`src/rtl/dw2_gen.sv`:
```
// Layer-2 delta-weight producer: dw = -sat(sat(sat(err*deriv)*act)*LR), all Q5.10,
// computed on one shared multiplier; define DW2_GEN_DW_CLIP_EN to clamp dw to +/-DW_MAX.
module dw2_gen #(
  parameter logic signed [15:0] LR     = 16'sd512,
  parameter logic signed [15:0] DW_MAX = 16'sd205
) (
  input  logic               clk,
  input  logic               reset,
  input  logic               start,
  input  logic               init_req,
  input  logic signed [15:0] err,
  input  logic signed [15:0] deriv,
  input  logic signed [15:0] act,
  output logic signed [15:0] dw,
  output logic signed [15:0] delta2,
  output logic               select_update,
  output logic               select_initial,
  output logic               busy,
  output logic               done
);

  typedef enum logic [2:0] {IDLE, MUL1, MUL2, MUL3, DONE} state_t;

  state_t             state, state_nx;
  logic signed [15:0] err_r, deriv_r, act_r, delta_r, p_r;
  logic signed [15:0] mul_a, mul_b, prod_sat;
  logic signed [31:0] prod;
  logic               capture, init_fire;

  if (DW_MAX <= 16'sd0) begin : g_bad_dw_max
    $error("dw2_gen: DW_MAX must be positive");
  end

  // Q5.10 product back to Q5.10: floor shift, then clamp to 16 bits.
  function automatic logic signed [15:0] sat_q10(input logic signed [31:0] x);
    logic signed [31:0] sh;
    sh = x >>> 10;
    if (sh > 32'sd32767)       return 16'sh7fff;
    else if (sh < -32'sd32768) return 16'sh8000;
    else                       return sh[15:0];
  endfunction

  function automatic logic signed [15:0] neg_sat(input logic signed [15:0] x);
    if (x == 16'sh8000) return 16'sh7fff;
    else                return 16'(-x);
  endfunction

  function automatic logic signed [15:0] clip_dw(input logic signed [15:0] x);
`ifdef DW2_GEN_DW_CLIP_EN
    if (x > DW_MAX)       return DW_MAX;
    else if (x < -DW_MAX) return 16'(-DW_MAX);
    else                  return x;
`else
    return x;
`endif
  endfunction

  assign prod     = 32'(mul_a) * 32'(mul_b);
  assign prod_sat = sat_q10(prod);

  always_ff @(posedge clk) begin
    if (!reset) state <= IDLE;
    else        state <= state_nx;
  end

  always_comb begin
    // NOTE: every output of this block gets a default first so no path infers a latch.
    state_nx      = state;
    mul_a         = err_r;
    mul_b         = deriv_r;
    busy          = (state != IDLE);
    select_update = 1'b0;
    done          = 1'b0;
    capture       = 1'b0;
    init_fire     = 1'b0;
    case (state)
      IDLE: begin
        if (init_req) begin
          init_fire = 1'b1;
        end else if (start) begin
          capture  = 1'b1;
          state_nx = MUL1;
        end
      end
      MUL1: state_nx = MUL2;
      MUL2: begin
        mul_a    = delta_r;
        mul_b    = act_r;
        state_nx = MUL3;
      end
      MUL3: begin
        mul_a    = p_r;
        mul_b    = LR;
        state_nx = DONE;
      end
      DONE: begin
        select_update = 1'b1;
        done          = 1'b1;
        state_nx      = IDLE;
      end
      default: state_nx = IDLE;
    endcase
  end

  // The last product lands directly in dw so it is valid throughout DONE.
  always_ff @(posedge clk) begin
    if (!reset) begin
      // NOTE: all datapath registers are cleared so an aborted update leaves nothing behind.
      err_r          <= '0;
      deriv_r        <= '0;
      act_r          <= '0;
      delta_r        <= '0;
      p_r            <= '0;
      dw             <= '0;
      delta2         <= '0;
      select_initial <= 1'b0;
    end else begin
      select_initial <= init_fire;
      if (capture) begin
        err_r   <= err;
        deriv_r <= deriv;
        act_r   <= act;
      end
      case (state)
        MUL1: delta_r <= prod_sat;
        MUL2: p_r     <= prod_sat;
        MUL3: begin
          dw     <= clip_dw(neg_sat(prod_sat));
          delta2 <= delta_r;
        end
        default: ;
      endcase
    end
  end

endmodule
```
`config.mk`:
```
export PLATFORM = sky130hd
export DESIGN_NAME = dw2_gen
export DESIGN_NICKNAME = d
export VERILOG_FILES = /design/src/rtl/dw2_gen.sv
export SDC_FILE = /design/constraint.sdc
export NUM_CORES = 1
export LEC_CHECK = 0
export CAP_MARGIN = 20
export CORE_MARGIN = 3
export CORE_UTILIZATION = 30
export DETAILED_ROUTE_END_ITERATION = 7
export DONT_BUFFER_PORTS = 1
export GPL_TIMING_DRIVEN = 0
export PLACE_DENSITY = 0.46
export SYNTH_ARGS = -nofsm -noshare
export SYNTH_HDL_FRONTEND = slang
export SYNTH_SLANG_ARGS = --single-unit
export TNS_END_PERCENT = 5
```
`constraint.sdc`:
```
create_clock -name clk -period 28 [get_ports clk]
set_input_delay 2.8 -clock clk [delete_from_list [all_inputs] [get_ports clk]]
set_output_delay 2.8 -clock clk [all_outputs]
set_load 0.01 [all_outputs]
```
==> impl_metrics.csv <==
group,metric,value,unit
worst_setup_path,crit_path_frequent_cell,"fa_1",
route,drt-pass1-iter-count,5,
power_and_ir_drop,internal-power,0.000409,W
global_route,gr-usage-all-layers,0.192,
outcome,status,"finished clean",
global_route,overflow,0,
timing,drv_slew,0,
route,vias,12700,
timing,fin_skew,0.0138,ns
floorplan,core_area,50400,um^2
yosys,synth_common_cells,"319 x inv_1, 301 x nand2_1, 261 x fa_1",
cts,postCtsSetupBuffers,0,
yosys,syn_area,15400,um^2
finish,area.growth.synth_to_final,9.97,%
finish,utilization,0.336,
cts,cts_made_buffers,17,
placed_design,gp_congestion,0.900,
cts,cts_resized,0,
timing,rsz0062_at_grt,"no",
worst_setup_path,max_stage_delay,0.86,ns
worst_setup_path,cp.arrival,12.64,ns
yosys,async_flop_share,0,
global_route,antenna_found_initial,0,
timing,fin_crit_sh,0.438,
placed_design,io_buffers,0,
floorplan,die_x,233,um
cts,postCtsHoldBufs,0,
worst_setup_path,crit_fanout,10,
yosys,ys_warn_count,0,
floorplan,rows,82,
yosys,synth_fp_nets,2256,
worst_hold_path,hold_path_class,"reg -> reg",
yosys,synth-seq-area-share,0.151,
worst_setup_path,critPathKind,"reg -> reg",
yosys,synth_top_flop_cell,"dfxtp_1",
power_and_ir_drop,p_per_area,41.6,nW/um^2
yosys,ys_ff_latch,116,
job,maxCapViolations,0,
power_and_ir_drop,pwr-share-seq,0.260,
yosys,avgSynthCellArea,8.26,um^2
cts,h-tree-depth,4,
worst_setup_path,crit_required,28.37,ns
placed_design,hpwlAfterDp,43500,um
timing,worstMarginPinSlew,1.23,ns
floorplan,die_h,233,um
power_and_ir_drop,power.share.clock,0.321,
timing,setup-violations-final,0,
power_and_ir_drop,vdd_drop_max,0.0456,mV
cts,clk_latency,0.43,ns
floorplan,ios,88,
yosys,synth_edf_count,0,
yosys,synth.area.top_cells,"fa_1 34%, dfxtp_1 15%, inv_1 7.8%",
route,antenna_left,0,
power_and_ir_drop,switching_share,0.419,
timing,hold_viol,0,
route,drc,0,
yosys,synth_top_cell_area_share,0.339,
cts,root_buffer,"clkbuf_16",
cts,clk_pin_slew,0.06,ns
cts,clock-sinks,116,
floorplan,dieArea,54100,um^2
global_route,grt_first_pass_wirelength,78500,um
cts,cts_buffer_depth,2,
route,vias_per_cell,4.94,
timing,slew_headroom,0.178,
worst_setup_path,cp_slowest_cell,"o31ai_1",
floorplan,start_util,0.306,
finish,nets,2284,
power_and_ir_drop,leakage,7.42,nW
timing,timing.fmax,81.5,MHz
timing,fin_setup_tns,0,ns
yosys,synth.largest_area_cell,"fa_1",
power_and_ir_drop,p_comb_frac,0.419,
global_route,grt_pass1_vias,12900,
yosys,synth.most_common_cell,"inv_1",
route,first_iter_violations,815,
cts,tritoncts,"done",
finish,diodes,0,
power_and_ir_drop,netSwitchingPower,0.000296,W
yosys,synthCells,1863,
route,wl_per_cell,19.9,um
route,wl,51300,um
worst_setup_path,cp-start-kind,"register",
yosys,yosysUniqueCellTypes,75,
finish,drive_gt1_frac,0.0394,
timing,fin_crit,12.27,ns
global_route,grt_max_degree,17,
worst_setup_path,end_kind,"register",
-- registers in the layout, indices dropped and copies added, names as in the netlist --
register,flops
select_initial,1
state,3
delta2,16
delta_r,16
act_r,16
err_r,16
deriv_r,16
dw,16
p_r,16
-- per-layer routing --
metal  GRT usage  wire length (um)
met5           0                 0
met4      0.0450              1020
met3      0.0260              2530
met2       0.297             23300
met1       0.283             24500
-- path summary, 6_finish.rpt --
kind              startpoint  endpoint  cells past startpoint  slack [ns]
setup / recovery    state[0]    dw[10]                     36       15.73
hold / removal      err_r[3]  err_r[3]                      2        0.46
setup reg to reg    state[0]    dw[10]                     36       15.73
hold reg to reg     err_r[3]  err_r[3]                      2        0.46
-- critical path: cells and delay by family, from the launching register on --
family,cells,cell delay (ns)
buf+inv,11,2.76
simple gates,6,1.62
fa+ha+maj,8,3.68
compound gates,9,3.13
mux,1,0.57
flops,1,0.30
xor+xnor,1,0.13
-- per-stage QoR --
step	instance area [um^2]	setup slack (ns)	cells	power (W)	hold slack, ns
after floorplan	15400	18.12	1863	0.000384	0.431
final	16900	15.73	2576	0.000705	0.455
after CTS	16900	15.58	2574	0.000711	0.458
after detailed placement	16300	15.60	2542	0.000480	0.445
after global routing	16900	15.05	2576	0.000748	0.477
after global placement	16200	15.59	2535	0.000479	0.447
-- logic make-up (layout without fill, tap and decap cells) --
| group | after synthesis | after routing | share of synthesized area |
|---|---|---|---|
| AOI/OAI and AO/OA | 327 | 327 | 0.136 |
| and+or+nand+nor | 606 | 606 | 0.169 |
| adders and majority gates | 341 | 341 | 0.404 |
| DFF | 116 | 116 | 0.151 |
| xor gates and xnor gates | 32 | 32 | 0.0182 |
| muxes | 27 | 27 | 0.0184 |
| buffers and inverters | 414 | 455 | 0.103 |
-- cells in the final DEF, fill, tap and decap left out, drive strengths merged, types with 8 or more instances in the layout --
cell and n:
fa 261, a22o 11, a21o 11, xnor2 24
nand2b 10, clkbuf 100, dfxtp 116, a22oi 13
a211oi 40, nand2 301, o21ai 52, o21a 23
nor2b 8, mux2i 20, xor2 8, nand3 9
ha 80, buf 21, inv 325, nor3 15
a21oi 131, nand4 13, nor2 194, and2 8
-- layout make-up --
| type | instances | area, um^2 |
|---|---|---|
| Inverter | 320 | 1200 |
| Sequential cell | 116 | 2320 |
| Buffer | 94 | 385 |
| Multi-Input combinational cell | 1333 | 11500 |
| Timing Repair Buffer | 9 | 82.6 |
| Fill cell | 5340 | 33400 |
| Tap cell | 672 | 841 |
| Clock buffer | 18 | 439 |
| Clock inverter | 14 | 171 |
-- power by group through the flow --
stage | registers (W) | logic (W) | clock network (W)
3_5_place_dp | 0.000187 | 0.000293 | 0
3_3_place_gp | 0.000187 | 0.000293 | 0
2_1_floorplan | 0.000184 | 0.000200 | 0
6_report | 0.000183 | 0.000295 | 0.000226
4_1_cts | 0.000183 | 0.000297 | 0.000230
5_1_grt | 0.000184 | 0.000328 | 0.000236
No activity file was read; power rests on OpenSTA's default activity.
